--- config.mk ---
export PLATFORM = sky130hd
export DESIGN_NAME = addr_update_sequencer
export DESIGN_NICKNAME = d
export VERILOG_FILES = /design/src/rtl/i3c_pkg.sv /design/src/rtl/addr_update_pending.sv /design/src/rtl/addr_update_sequencer.sv
export SDC_FILE = /design/constraint.sdc
export NUM_CORES = 1
export LEC_CHECK = 0
export ABC_AREA = 1
export CAP_MARGIN = 0
export CORE_MARGIN = 2
export CORE_UTILIZATION = 52
export DETAILED_ROUTE_END_ITERATION = 10
export GPL_TIMING_DRIVEN = 0
export MAX_ROUTING_LAYER = met4
export PLACE_DENSITY = 0.95
export SYNTH_ARGS = -nofsm -noshare
export SYNTH_HDL_FRONTEND = slang
export SYNTH_SLANG_ARGS = --single-unit
--- constraint.sdc ---
create_clock -name clk_i -period 3.8 [get_ports clk_i]
set_input_delay 0.57 -clock clk_i [delete_from_list [all_inputs] [get_ports clk_i]]
set_output_delay 0.57 -clock clk_i [all_outputs]
set_load 0.05 [all_outputs]
--- src/rtl/i3c_pkg.sv ---
// Shared types for the target dynamic-address update path: FSM states,
// update kinds and the request record handed from the pending slots to the sequencer.
package i3c_pkg;

    localparam int unsigned AddrW = 7;

    typedef enum logic [1:0] {
        IDLE,
        APPLY,
        CONFIRM,
        DONE
    } addr_upd_state_e;

    typedef enum logic [1:0] {
        RSTDAA,
        DASA,
        NEWDA,
        AASA
    } addr_upd_kind_e;

    typedef struct packed {
        addr_upd_kind_e   kind;
        logic [AddrW-1:0] addr;
        logic             virt;
        logic             aasa_main;
        logic             aasa_virt;
    } addr_upd_req_t;

endpackage

--- src/rtl/addr_update_pending.sv ---
// Pending-event slots for dynamic-address updates: latches CCC events, flags
// overwritten events and presents the highest-priority request to the sequencer.
module addr_update_pending
    import i3c_pkg::*;
(
    input  logic             clk_i,
    input  logic             rst_ni,
    input  logic             grant_en_i,
    input  logic             rstdaa_i,
    input  logic             setdasa_valid_i,
    input  logic [AddrW-1:0] setdasa_addr_i,
    input  logic             setdasa_virt_i,
    input  logic             setnewda_valid_i,
    input  logic [AddrW-1:0] setnewda_addr_i,
    input  logic             setnewda_virt_i,
    input  logic             setaasa_i,
    input  logic             setaasa_virt_i,
    output logic             pending_o,
    output addr_upd_req_t    req_o,
    output logic             drop_o
);

    logic             rst_q;
    logic             dasa_q;
    logic [AddrW-1:0] dasa_addr_q;
    logic             dasa_virt_q;
    logic             newda_q;
    logic [AddrW-1:0] newda_addr_q;
    logic             newda_virt_q;
    logic             aasa_main_q;
    logic             aasa_virt_q;
    logic             drop_q;

    logic gnt_rst;
    logic gnt_dasa;
    logic gnt_newda;
    logic gnt_aasa;

    // Fixed priority RSTDAA > DASA > NEWDA > AASA; a grant clears its slot on the same edge.
    always_comb begin
        // NOTE: every output of this block gets a default first so no path leaves it unassigned (no latches).
        gnt_rst   = 1'b0;
        gnt_dasa  = 1'b0;
        gnt_newda = 1'b0;
        gnt_aasa  = 1'b0;
        req_o     = '{kind: RSTDAA, addr: '0, virt: 1'b0, aasa_main: 1'b0, aasa_virt: 1'b0};
        pending_o = rst_q | dasa_q | newda_q | aasa_main_q | aasa_virt_q;
        if (rst_q) begin
            gnt_rst = grant_en_i;
        end else if (dasa_q) begin
            gnt_dasa   = grant_en_i;
            req_o.kind = DASA;
            req_o.addr = dasa_addr_q;
            req_o.virt = dasa_virt_q;
        end else if (newda_q) begin
            gnt_newda  = grant_en_i;
            req_o.kind = NEWDA;
            req_o.addr = newda_addr_q;
            req_o.virt = newda_virt_q;
        end else if (aasa_main_q || aasa_virt_q) begin
            gnt_aasa        = grant_en_i;
            req_o.kind      = AASA;
            req_o.aasa_main = aasa_main_q;
            req_o.aasa_virt = aasa_virt_q;
        end
    end

    // NOTE: state registers use non-blocking assignments so every flop samples pre-edge values.
    always_ff @(posedge clk_i) begin
        if (!rst_ni) begin
            rst_q        <= 1'b0;
            dasa_q       <= 1'b0;
            dasa_addr_q  <= '0;
            dasa_virt_q  <= 1'b0;
            newda_q      <= 1'b0;
            newda_addr_q <= '0;
            newda_virt_q <= 1'b0;
            aasa_main_q  <= 1'b0;
            aasa_virt_q  <= 1'b0;
            drop_q       <= 1'b0;
        end else begin
            rst_q <= rstdaa_i | (rst_q & ~gnt_rst);

            if (setdasa_valid_i) begin
                dasa_q      <= 1'b1;
                dasa_addr_q <= setdasa_addr_i;
                dasa_virt_q <= setdasa_virt_i;
            end else if (gnt_dasa) begin
                dasa_q <= 1'b0;
            end

            // RSTDAA invalidates any address change queued before or alongside it.
            if (rstdaa_i) begin
                newda_q <= 1'b0;
            end else if (setnewda_valid_i) begin
                newda_q      <= 1'b1;
                newda_addr_q <= setnewda_addr_i;
                newda_virt_q <= setnewda_virt_i;
            end else if (gnt_newda) begin
                newda_q <= 1'b0;
            end

            aasa_main_q <= setaasa_i | (aasa_main_q & ~gnt_aasa);
            aasa_virt_q <= setaasa_virt_i | (aasa_virt_q & ~gnt_aasa);

            drop_q <= (rstdaa_i & rst_q & ~gnt_rst)
                    | (setdasa_valid_i & dasa_q & ~gnt_dasa)
                    | (setnewda_valid_i & ~rstdaa_i & newda_q & ~gnt_newda);
        end
    end

    assign drop_o = drop_q;

endmodule

--- src/rtl/addr_update_sequencer.sv ---
// Turns granted address-update requests into one-cycle CSR hwif writes and
// confirms them against the CSR readback, reporting completion or timeout.
module addr_update_sequencer
    import i3c_pkg::*;
#(
    parameter int unsigned ConfirmTimeout = 4,
    parameter int unsigned AddrWidth      = AddrW
) (
    input  logic                 clk_i,
    input  logic                 rst_ni,
    input  logic                 rstdaa_i,
    input  logic                 setdasa_valid_i,
    input  logic [AddrWidth-1:0] setdasa_addr_i,
    input  logic                 setdasa_virt_i,
    input  logic                 setnewda_valid_i,
    input  logic [AddrWidth-1:0] setnewda_addr_i,
    input  logic                 setnewda_virt_i,
    input  logic                 setaasa_i,
    input  logic                 setaasa_virt_i,
    input  logic [AddrWidth-1:0] static_addr_i,
    input  logic [AddrWidth-1:0] virt_static_addr_i,
    input  logic [AddrWidth-1:0] dyn_addr_rb_i,
    input  logic                 dyn_addr_valid_rb_i,
    input  logic [AddrWidth-1:0] virt_dyn_addr_rb_i,
    input  logic                 virt_dyn_addr_valid_rb_i,
    output logic                 dyn_addr_we_o,
    output logic [AddrWidth-1:0] dyn_addr_next_o,
    output logic                 dyn_addr_valid_next_o,
    output logic                 virt_dyn_addr_we_o,
    output logic [AddrWidth-1:0] virt_dyn_addr_next_o,
    output logic                 virt_dyn_addr_valid_next_o,
    output logic                 busy_o,
    output logic                 dyn_addr_stat_o,
    output logic                 drop_o,
    output logic                 timeout_o
);

    localparam logic [7:0] TimeoutCnt = 8'(ConfirmTimeout);
    localparam logic [7:0] LastCnt    = 8'(ConfirmTimeout - 1);

    addr_upd_state_e state_q, state_d;
    logic [7:0]      cnt_q;
    logic            pending;
    addr_upd_req_t   req;
    logic            grant;
    logic            match;

    logic                 wr_dyn_en_q;
    logic [AddrWidth-1:0] wr_dyn_addr_q;
    logic                 wr_dyn_valid_q;
    logic                 wr_virt_en_q;
    logic [AddrWidth-1:0] wr_virt_addr_q;
    logic                 wr_virt_valid_q;

    addr_update_pending u_pending (
        .clk_i            (clk_i),
        .rst_ni           (rst_ni),
        .grant_en_i       (state_q == IDLE),
        .rstdaa_i         (rstdaa_i),
        .setdasa_valid_i  (setdasa_valid_i),
        .setdasa_addr_i   (setdasa_addr_i),
        .setdasa_virt_i   (setdasa_virt_i),
        .setnewda_valid_i (setnewda_valid_i),
        .setnewda_addr_i  (setnewda_addr_i),
        .setnewda_virt_i  (setnewda_virt_i),
        .setaasa_i        (setaasa_i),
        .setaasa_virt_i   (setaasa_virt_i),
        .pending_o        (pending),
        .req_o            (req),
        .drop_o           (drop_o)
    );

    assign grant = (state_q == IDLE) && pending;

    // Only registers actually written in APPLY take part in the readback comparison.
    assign match = (!wr_dyn_en_q
                    || (dyn_addr_rb_i == wr_dyn_addr_q && dyn_addr_valid_rb_i == wr_dyn_valid_q))
                && (!wr_virt_en_q
                    || (virt_dyn_addr_rb_i == wr_virt_addr_q
                        && virt_dyn_addr_valid_rb_i == wr_virt_valid_q));

    always_comb begin
        state_d = state_q;
        unique case (state_q)
            IDLE:    if (pending) state_d = APPLY;
            APPLY:   state_d = CONFIRM;
            CONFIRM: begin
                if (match)                 state_d = DONE;
                else if (cnt_q == LastCnt) state_d = IDLE;
            end
            DONE:    state_d = IDLE;
            default: state_d = IDLE;
        endcase
    end

    always_ff @(posedge clk_i) begin
        if (!rst_ni) begin
            state_q         <= IDLE;
            cnt_q           <= '0;
            wr_dyn_en_q     <= 1'b0;
            wr_dyn_addr_q   <= '0;
            wr_dyn_valid_q  <= 1'b0;
            wr_virt_en_q    <= 1'b0;
            wr_virt_addr_q  <= '0;
            wr_virt_valid_q <= 1'b0;
        end else begin
            state_q <= state_d;
            if (state_q == CONFIRM) begin
                cnt_q <= (cnt_q == TimeoutCnt) ? cnt_q : cnt_q + 8'd1;
            end else begin
                cnt_q <= '0;
            end

            // Write values are frozen at grant so the static CSRs are sampled exactly once.
            if (grant) begin
                wr_dyn_en_q     <= 1'b0;
                wr_dyn_addr_q   <= '0;
                wr_dyn_valid_q  <= 1'b1;
                wr_virt_en_q    <= 1'b0;
                wr_virt_addr_q  <= '0;
                wr_virt_valid_q <= 1'b1;
                unique case (req.kind)
                    RSTDAA: begin
                        wr_dyn_en_q     <= 1'b1;
                        wr_dyn_valid_q  <= 1'b0;
                        wr_virt_en_q    <= 1'b1;
                        wr_virt_valid_q <= 1'b0;
                    end
                    DASA, NEWDA: begin
                        if (req.virt) begin
                            wr_virt_en_q   <= 1'b1;
                            wr_virt_addr_q <= req.addr;
                        end else begin
                            wr_dyn_en_q   <= 1'b1;
                            wr_dyn_addr_q <= req.addr;
                        end
                    end
                    AASA: begin
                        wr_dyn_en_q    <= req.aasa_main;
                        wr_dyn_addr_q  <= static_addr_i;
                        wr_virt_en_q   <= req.aasa_virt;
                        wr_virt_addr_q <= virt_static_addr_i;
                    end
                    default: ;
                endcase
            end
        end
    end

    assign dyn_addr_we_o              = (state_q == APPLY) && wr_dyn_en_q;
    assign dyn_addr_next_o            = (state_q == APPLY) ? wr_dyn_addr_q : '0;
    assign dyn_addr_valid_next_o      = (state_q == APPLY) && wr_dyn_valid_q;
    assign virt_dyn_addr_we_o         = (state_q == APPLY) && wr_virt_en_q;
    assign virt_dyn_addr_next_o       = (state_q == APPLY) ? wr_virt_addr_q : '0;
    assign virt_dyn_addr_valid_next_o = (state_q == APPLY) && wr_virt_valid_q;

    assign busy_o          = (state_q != IDLE) || pending;
    assign dyn_addr_stat_o = (state_q == DONE);
    assign timeout_o       = (state_q == CONFIRM) && !match && (cnt_q == LastCnt);

endmodule
---- Yosys cells after proc, flatten, opt, wreduce, memory -nomap -nowiden ----
Index checks and enable logic that the tools add are counted.
storage, ports and cells
  flip-flop bits (word level) ............. 49
  input bits .............................. 53
  word-level logic and storage cells ...... 120
cells by class
  add/subtract/negate cells ............... 1
  eq/ne operators ......................... 14
  mux-type cells .......................... 37
  bitwise gates (word level) .............. 25
  reductions and logical operators ........ 26
operators with widths
  operator                                                                count
  7-bit two-way mux                                                       4
  7-bit one-hot mux with 2 select lines                                   2
  1-bit two-way mux                                                       17
  2-bit two-way mux                                                       8
  7-bit equality test                                                     2
  12-bit two-way mux                                                      1
  1-bit AND                                                               10
  10-bit two-way mux                                                      1
  1-bit logical AND                                                       9
  1-bit bitwise OR                                                        9
  8-bit by 1-bit adder with 8-bit output (second input constant)          1
  2-bit equality test (second input constant)                             4
  8-bit by 2-bit equality test with 1-bit output (second input constant)  1
  8-bit by 3-bit equality test with 1-bit output (second input constant)  1
  8-bit two-way mux                                                       1
  2-bit one-hot mux with 4 select lines                                   1
  1-bit inverter                                                          6
  1-bit one-hot mux with 3 select lines                                   2
  2-bit AND reduction                                                     3
  2-bit nonzero test                                                      3
  2-bit by 1-bit equality test with 1-bit output (second input constant)  2
  2-bit zero test                                                         2
  1-bit logical OR                                                        4
  2-bit OR reduction                                                      2
  4 further kinds                                                         7

---- Logic depth before layout (Yosys ltp) ----
  depth after elaboration ................. 8
  mapped depth ............................ 12
  mapped depth without buffers ............ 12

---- By module ----
From an unflattened synthesis, not the netlist that was laid out.
unflattened totals
  cells, all modules ...................... 415
  area total of the unflattened synthesis .. 2746.4 um^2
modules (own cells, without submodules)
  module                 instances  cells each  area an instance (um^2)
  addr_update_sequencer  1          271         1731.7
  addr_update_pending    1          144         1014.7

---- Worst setup path after synthesis ----
Ideal clock, no wire load.
  path type ............................... input to output
  from .................................... in virt_dyn_addr_rb_i[4]
  to ...................................... out timeout_o
  arrival time ............................ 1650 ps
  path slack .............................. 1580 ps
  cell stages on the path ................. 10
  cells stage by stage .................... inv_1 > nand2_1 > nand2_1 > nand2_1 > nor2_1 > nand2_1 > nand2_1 > nand2_1 > nand2_1 > nor2_1
on the way
  longest elaborated chain between the ends .. 7
RTL lines
  what                            line                          source
  start: declaration              addr_update_sequencer.sv:24   input logic [AddrWidth-1:0] virt_dyn_addr_rb_i,
  7-bit equality test             addr_update_sequencer.sv:79   || (virt_dyn_addr_rb_i == wr_virt_addr_q
  1-bit logical AND               addr_update_sequencer.sv:80   && virt_dyn_addr_valid_rb_i == wr_virt_valid_q));
  1-bit logical OR                addr_update_sequencer.sv:79
  1-bit logical AND               addr_update_sequencer.sv:78   && (!wr_virt_en_q
  1-bit zero test                 addr_update_sequencer.sv:159  assign timeout_o = (state_q == CONFIRM) && !match && (cnt_q == LastCnt);
  1-bit logical AND (2 in a row)  addr_update_sequencer.sv:159
  end: declaration                addr_update_sequencer.sv:35   output logic timeout_o
Every way passes these cells.

---- Worst setup path after layout ----
Ends and elaborated chain as after synthesis.

==> key figures <==
Timing
  – Final setup viols: 0
  – Total negative slack: 0 ns
  – Final setup margin: 0.6496 ns
  – Period minus WS final: 3.150 ns
  – Final Slew Violations: 0
  – RSZ-0062 raised after global routing: no
  – Tcrit/Tclk final: 82.90%
  – Worst slew pin tran: 0.5997 ns
  – Hold Worst Slack: 0.4690 ns
  – Fin. Hold Viols: 0
  – Slew headroom: 60.02%
  – Clock skew: 0.009392 ns
  – Fmax: 317.4 MHz

Setup path
  – WP data arrival: 2.58 ns
  – CP max FO: 2
  – Slowest CP cell: clkdlybuf4s50_1
  – Reg-to-reg endpoint: wr_virt_addr_q[5]
  – Reg2Reg Setup Slack: 1.56 ns
  – Crit start category: input pin
  – Crit path from: virt_dyn_addr_rb_i[4]
  – Element type at the critical path end: output port
  – CP top delay family: buffers and inverters
  – Worst R2R Path Depth: 10
  – Worst Path Buf+Inv: 3
  – CP required: 3.23 ns
  – Reg2reg start: u_pending.dasa_q
  – Cell mode on critical path: nand2_1
  – CP max stage delay: 0.82 ns
  – CP Class: in -> out
  – Crit path cell chain: clkdlybuf4s50_1 -> inv_1 -> nand2_1 -> nand2_1 -> nand2_1 -> nor2_1 -> nand2_1 -> nand2_1 -> nand2_1 -> nand2_1 -> nor2_1 -> clkdlybuf4s50_1

Global routing
  – Vias in the first global route: 2637
  – First-pass GRT wire length: 11320 um
  – Initial antenna violation count: 0
  – Gr usage total: 26.72%
  – Largest net degree at the start of global routing: 14
  – GR Overflow Total: 0

Floorplan
  – Starting density of the core: 53.02%
  – CORE AREA: 0.005010 mm2
  – Chip height: 75.47 um
  – Rows: 26
  – IO Pins: 75
  – Die area: 0.005696 mm2
  – Die W: 75.47 um

CTS
  – Cell at the root of the clock tree: clkbuf_8
  – Clock sinks: 49
  – Hold-fix buffers, CTS: 0
  – H-tree level count: 2
  – Post-cts resize count: 0
  – CTS tree: built
  – Clock Latency Late Sink: 0.31 ns
  – CTS Buf Count: 5
  – Clk slew on worst S/H paths: 0.08 ns
  – Worst-case clock buffer depth: 2
  – Setup repair bufs after CTS: 0

Synth
  – Cells after synthesis: 406
  – Synth warnings: 0
  – Post-synth top flop: dfxtp_1
  – Cell taking the most area after synthesis: dfxtp_1
  – Syn Area/Cell: 6.543 um2
  – Yosys reg bits: 49
  – Synth top area share: 36.93%
  – Mapped cell area: 0.002656 mm2
  – EDFF count, synth: 0
  – Most numerous cell in the Yosys netlist: nand2_1
  – Largest cells by area after synthesis: dfxtp_1 (37%), nand2_1 (15%), nor2_1 (9.6%), inv_1 (6.5%), o21ai_0 (5.8%)
  – Cell variety after synth: 31
  – Register area share after synthesis: 36.93%
  – Synth cell count leaders: nand2_1 (105), nor2_1 (68), dfxtp_1 (49), inv_1 (46), o21ai_0 (31)
  – Post-synth ARST share: 0%
  – Syn nets: 463

Placement
  – Area post-placement: 0.003485 mm2
  – Routability Congestion: 0.8654
  – Pre-CTS setup slack: 0.6641 ns
  – DP Wirelength: 5305 um
  – # placed instances: 550
  – Port Buf Inserts: 74

Cells and area
  – Fraction of layout cells with a size suffix above 1: 5.749%
  – Antenna cells: 0
  – Layout Nets: 544
  – Layout Cell Area excl Fill: 0.003571 mm2
  – Fin cells: 557
  – Layout area overhead: 34.43%

Routing
  – Routed length per instance: 12.39 um
  – Post-route ant nets: 0
  – Via density: 5.072
  – Post-Route WL: 6904 um
  – First DRT Iteration DRCs: 213
  – DR DRC count: 0
  – DRT Pass-1 Iters: 5
  – DR vias: 2825

Run status
  – Outcome: complete, no violations

Pwr
  – Leak: 1.403 nW
  – Peak VDD IR: 0.2687 mV
  – Power per cell area: 435.6 mW/mm2

Min path
  – Hold endpoint: u_pending.newda_addr_q[6]
  – Worst Hold Class: reg -> reg
  – WHS Path Cells: 2
  – HP Start: u_pending.newda_addr_q[6]

Run
  – MaxCap Viol Count: 0
## worst max-delay path by stage
stage | slack (ns) | cells after the start | end
finish | 0.65 | 12 | timeout_o
global route | 0.54 | 12 | timeout_o
CTS | 0.66 | 12 | timeout_o
detailed placement | 0.66 | 12 | timeout_o
global placement | 0.72 | 12 | timeout_o
floorplan | 1.58 | 10 | timeout_o
## flip-flops by register name (all words and copies together), names as in the netlist
name / flops
u_pending.newda_q: 1
u_pending.drop_o: 1
u_pending.rst_q: 1
u_pending.newda_addr_q: 7
wr_dyn_addr_q: 7
u_pending.dasa_virt_q: 1
u_pending.newda_virt_q: 1
wr_virt_valid_q: 1
u_pending.dasa_q: 1
wr_virt_addr_q: 7
wr_virt_en_q: 1
u_pending.dasa_addr_q: 7
cnt_q: 8
wr_dyn_en_q: 1
u_pending.aasa_virt_q: 1
u_pending.aasa_main_q: 1
state_q: 2
## layout by cell type (no fill, tap or decap), drive strengths merged
cell           netlist  final
dfxtp               49     49
o31ai                1      1
nand3               14     14
nor3b                2      2
nor2                73     73
buf                  5      5
o21a                 1      1
a21oi               29     29
ha                   4      4
clkdlybuf4s50        0     74
xnor2               13     13
or2                  1      1
nor3                 1      1
xor2                 2      2
nand2              108    108
o21ai               39     39
clkbuf               6     13
nand4                3      3
inv                 52     52
clkinv               1      1
o22ai                1      1
a31oi                1      1
## power breakdown
| group | switching [W] | total (W) | leakage, nW | internal (W) |
|---|---|---|---|---|
| Combinational | 0.000395 | 0.000624 | 0.957 | 0.000229 |
| Sequential | 0.0000511 | 0.000618 | 0.401 | 0.000567 |
| Clock | 0.000168 | 0.000313 | 0.0443 | 0.000145 |
| Total | 0.000614 | 0.00156 | 1.40 | 0.000941 |
## per-stage QoR
stage | total power (W) | util [%]
floorplan | 0.001055 | -
global placement | 0.001222 | 69.56
detailed placement | 0.001244 | 69.56
CTS | 0.001549 | 71.28
global route | 0.001647 | 71.28
finish | 0.001556 | 71.28
## kinds of logic after synthesis
family                   count (synthesis)  synth area share, %
adder cells (fa/ha/maj)                  4                1.884
buffers and inverters                   64                10.03
AND/OR/NAND/NOR                        202                31.94
XOR/XNOR                                15                4.946
AO/OA/AOI/OAI                           72                14.27
flip-flops                              49                36.93
## area by class of cell
cell class	instances	area, um2
sequential	49	980.9
buffer	11	67.56
clock buffer	7	86.33
tap	70	87.58
multi-input combinational	293	1409
fill	429	1439
timing repair buffer	74	740.7
inverter	53	198.9
## worst reg2reg max path: cells and delay by family, from the launching register on
kind                     cells  cell delay, ns
AO/OA/AOI/OAI                2            0.51
adder cells (fa/ha/maj)      1            0.31
buffers and inverters        3            0.31
flip-flops                   1            0.32
AND/OR/NAND/NOR              4            0.73
## per-layer routing
| layer | share of wire (%) | wire length, um | track usage, % | vias to the layer above |
|---|---|---|---|---|
| met5 | 0 | 0 | - | - |
| met4 | 1.5 | 105 | 9.357 | 0 |
| met3 | 7.0 | 486 | 3.836 | 10 |
| met2 | 51 | 3545 | 46.86 | 119 |
| met1 | 40 | 2767 | 31.12 | 1260 |
| li1 | - | - | - | 1436 |
Note: power is estimated with default switching activity, not from simulation.
==> patch 1: new RTL, same flow settings <==
The 4 states of `addr_upd_state_e` get a Gray code encoding in 2 bits.
--- a/src/rtl/i3c_pkg.sv
+++ b/src/rtl/i3c_pkg.sv
@@ -6,8 +6,8 @@
 
     typedef enum logic [1:0] {
-        IDLE,
-        APPLY,
-        CONFIRM,
-        DONE
+        IDLE    = 2'b00,
+        APPLY   = 2'b01,
+        CONFIRM = 2'b11,
+        DONE    = 2'b10
     } addr_upd_state_e;
 
Formal check against the unedited RTL: same outputs for any inputs over 10 cycles, from zero or initial values and one cycle with rst_ni low; not proved beyond that.
==> patch 1 against the unedited design <==
  * Critical path depth unchanged
  * Area after synthesis grew 2.4%
  * Synthesized cell count shrank 0.99%
  * Fmax grew 1.4%
  * Cell area grew 2.2%
  * Sequential cell count unchanged
  * Wire length increased by 3.6%
  * Setup slack improved by 0.043 ns
  * Critical endpoint unchanged
Power is not compared: it rests on default switching activity, and its combinational part moved more than twofold at a synthesized area within 25%.
==> patch 1: results <==
[drt]
routed_wl_um = 7150
vias = 2796
dr.pass1.iters = 4

[cells_and_area]
num_antenna_cells = 0
finalNonFillerCells = 554
nets = 540
drive_gt1_frac = 0.0847
fillers = 421

[global_route]
grt_pass1_wl_um = 11900
grt_util_all_layers = 0.256
grt_max_degree = 15
grt_pass1_vias = 2724

[critical_path]
arrival_ns = 2.54
cp-endpoint = timeout_o
cpPeakStageDelay_ns = 0.82
rrSetupSlack_ns = 1.73
r2r_cells = 10
cp_max_fo = 3

[placed_design]
place_inst = 546
globalplace.congestion = 0.842
dpl.hpwl_um = 5630

[power_and_ir_drop]
seqPwrFrac = 0.469
p_per_area_nw_per_um2 = 330

[timing]
slew-limit-headroom = 0.552
worst_hold_slack_ns = 0.486
skew_ns = 0.00955

[yosys]
synthTopCellsByCount = nand2_1 (101), nor2_1 (63), dfxtp_1 (49), inv_1 (49), o21ai_0 (30)
synth_area_leaders = dfxtp_1 (36%), nand2_1 (14%), nor2_1 (8.7%), inv_1 (6.8%), o21ai_0 (5.5%)
synth_cell_types = 37
seq_area_frac_synth = 0.360
synth_cells = 402
synth_nets = 459

[cts]
cts.repair.resized = 0

[outcome]
status = completed
patch 1: stage by stage:
| step | util | total power, uW | area, um^2 | worst slack, ns |
|---|---|---|---|---|
| after floorplan | - | 763 | 2720 | 1.52 |
| after global placement | 0.699 | 866 | 3550 | 0.722 |
| after detailed placement | 0.699 | 878 | 3550 | 0.717 |
| after CTS | 0.719 | 1210 | 3650 | 0.710 |
| after global routing | 0.719 | 1260 | 3650 | 0.534 |
| final | 0.719 | 1210 | 3650 | 0.693 |
patch 1: area by class of cell:
cell class	count	area share
Multi-Input combinational cell	288	0.400
Sequential cell	49	0.269
Timing Repair Buffer	74	0.203
Inverter	54	0.0562
Clock buffer	7	0.0264
Tap cell	70	0.0240
Buffer	11	0.0209
Clock inverter	1	0.00137
patch 1: power by group through the flow:
stage / registers (uW) / clock network (uW) / logic [uW]
after floorplan: 573 / 0 / 191
after global placement: 575 / 0 / 291
after detailed placement: 577 / 0 / 301
after CTS: 565 / 337 / 303
after global routing: 569 / 359 / 331
final: 566 / 336 / 304
patch 1: cells by family (layout without fill, tap and decap cells):
| group | after synthesis | after routing | synth area share |
|---|---|---|---|
| AOI/OAI and AO/OA | 72 | 72 | 0.147 |
| buffers and inverters | 65 | 147 | 0.103 |
| xor gates and xnor gates | 15 | 15 | 0.0483 |
| DFF | 49 | 49 | 0.360 |
| and+or+nand+nor | 197 | 197 | 0.323 |
| adders and majority gates | 4 | 4 | 0.0184 |
patch 1: critical path: cells and delay by family:
kind / cells / cell delay (ns)
buffers and inverters: 3 / 1.34
AND/OR/NAND/NOR: 9 / 0.63
patch 1: per-layer routing:
metal,global-route usage,up-vias,wire [um]
met5,-,-,0
met4,0.0927,0,147
met3,0.0415,17,309
met2,0.473,84,3760
met1,0.275,1277,2930
li1,-,1418,-
==> patch 2: new RTL, config.mk and constraints unchanged <==
Made on the original files. `AddrW`: 7 -> 8.
--- a/src/rtl/i3c_pkg.sv
+++ b/src/rtl/i3c_pkg.sv
@@ -3,5 +3,5 @@
 package i3c_pkg;
 
-    localparam int unsigned AddrW = 7;
+    localparam int unsigned AddrW = 8;
 
     typedef enum logic [1:0] {
Interface: changed (8 resized); port bits go from 75 to 83. No check against the original RTL was run, so the function may have changed too.
==> patch 2 against the unedited design <==
  * Cell area is 10% higher
  * Via count up 9.5%
  * Sequential cell count is 4 higher
  * Sequential share of layout area down 0.50 points
  * Setup slack got worse by 0.080 ns
  * Total power up 5.2%
  * Sequential power up 7.3%
  * Die area up 10%
  * Non-clock buffer count increased by 14
  * Synthesized cell count grew 7.9%
  * Area after synthesis increased by 11%
  * Wire length rose by 13%
  * Critical path depth is the same
  * Clock power increased by 5%
  * Critical endpoint unchanged
  * Highest routed layer unchanged
==> patch 2: results <==
[cts]
cts_root_buf = clkbuf_8
cts.repair.resized = 0
h-tree-depth = 2
cts_buffer_depth = 2
clk_latency_ns = 0.31
path_clk_slew_ns = 0.09
numCtsBuffers = 5
post_cts.repair.setup_buffers = 0

[placed_design]
dpl.hpwl_um = 6160
port-buffer-count = 81
globalplace.congestion = 0.869

[yosys]
synth_ff_type = dfxtp_1
async_flop_share = 0
synthTopCellsByCount = nand2_1 (108), nor2_1 (73), dfxtp_1 (53)
synth_area_leaders = dfxtp_1 (36%), nand2_1 (14%), nor2_1 (9.3%), inv_1 (5.9%), o21ai_0 (4.1%)
synth_cell_types = 34
synth_nets = 501
synth-xor-area-share = 0.0567
yosysWarnings = 0
synth_fa_ha_area_frac = 0.0170
synth_compound_area_frac = 0.139
synthMuxAreaShare = 0
seq_area_frac_synth = 0.361

[min_path]
hold_path_class = register to register

[cells_and_area]
nets = 589
drive_gt1_frac = 0.0873
num_antenna_cells = 0
fillers = 422

[timing]
skew_ns = 0.00752
worstMarginPinSlew_ns = 0.696

[drt]
wl_per_cell_um = 13.1
vias = 3093
dr.pass1.iters = 4
drt-initial-drc-count = 209

[outcome]
status = completed

[power_and_ir_drop]
peakVddDrop_v = 0.000234
leakage_uw = 0.00156

[global_route]
grt_max_degree = 17
grt_pass1_wl_um = 12600
grt_util_all_layers = 0.259
antenna_found_initial = 0
grt_pass1_vias = 2895

[critical_path]
cp_max_fo = 2
arrival_ns = 2.66
[patch 2: cell types whose count changed in the layout (fill, tap and decap cells not counted), sizes merged, moves of 4 or more]
cell / unedited run / this run
buf: 5 / 10
nand2: 108 / 113
clkdlybuf4s50: 74 / 81
dfxtp: 49 / 53
nor2: 73 / 79
xor2: 2 / 8
nand3: 14 / 19
[patch 2: kinds of logic after synthesis]
logic type / Yosys count
AOI/OAI and AO/OA: 74
xor gates and xnor gates: 19
adders and majority gates: 4
buffers and inverters: 70
DFF: 53
and+or+nand+nor: 218
[patch 2: path summary, 6_finish.rpt]
kind | depth (start not counted) | slack, ns | to | start
min | 2 | 0.49 | u_pending.newda_virt_q | u_pending.newda_virt_q
max reg2reg | 10 | 1.74 | wr_dyn_addr_q[6] | u_pending.rst_q
min reg2reg | 2 | 0.49 | u_pending.newda_virt_q | u_pending.newda_virt_q
max | 12 | 0.57 | timeout_o | dyn_addr_rb_i[0]
[patch 2: metrics by stage]
| stage | area (um^2) | cells | worst slack [ns] |
|---|---|---|---|
| 2_1_floorplan | 2940 | 438 | 1.53 |
| 3_3_place_gp | 3840 | 591 | 0.657 |
| 3_5_place_dp | 3840 | 591 | 0.590 |
| 4_1_cts | 3930 | 599 | 0.577 |
| 5_1_grt | 3930 | 599 | 0.406 |
| 6_report | 3930 | 599 | 0.569 |
[patch 2: layer usage]
metal,track usage,wire length [um],vias up
met4,0.0966,218,0
met3,0.0489,570,19
met2,0.460,3870,129
met1,0.288,3160,1403
met5,-,0,-
li1,-,-,1542
[patch 2: power by group]
group	leakage [uW]	switching, uW	internal [uW]
logic	0.00108	405	238
registers	0.000434	52.5	610
clock network	0.0000512	181	148
total	0.00156	639	997
[patch 2: layout make-up]
type	count	area [um^2]	share of cell area
multi-input cells	315	1580	0.401
clock buffers	6	82.6	0.0210
clock inverters	2	13.8	0.00350
flip-flops and latches	53	1060	0.270
inverters	52	195	0.0496
plain buffers	18	101	0.0258
repair buffers	81	811	0.206
well taps	72	90.1	0.0229
[patch 2: worst max-delay path: stages]
cell and delay, ns:
clkdlybuf4s50_1 0.50, inv_1 0.06, nand2_1 0.06, nand2_1 0.05, nand2_1 0.07, nor2_1 0.04
nand3_1 0.12, nand2_1 0.09, nand2_1 0.09, nand2_1 0.08, nor2_1 0.12, clkdlybuf4s50_1 0.81
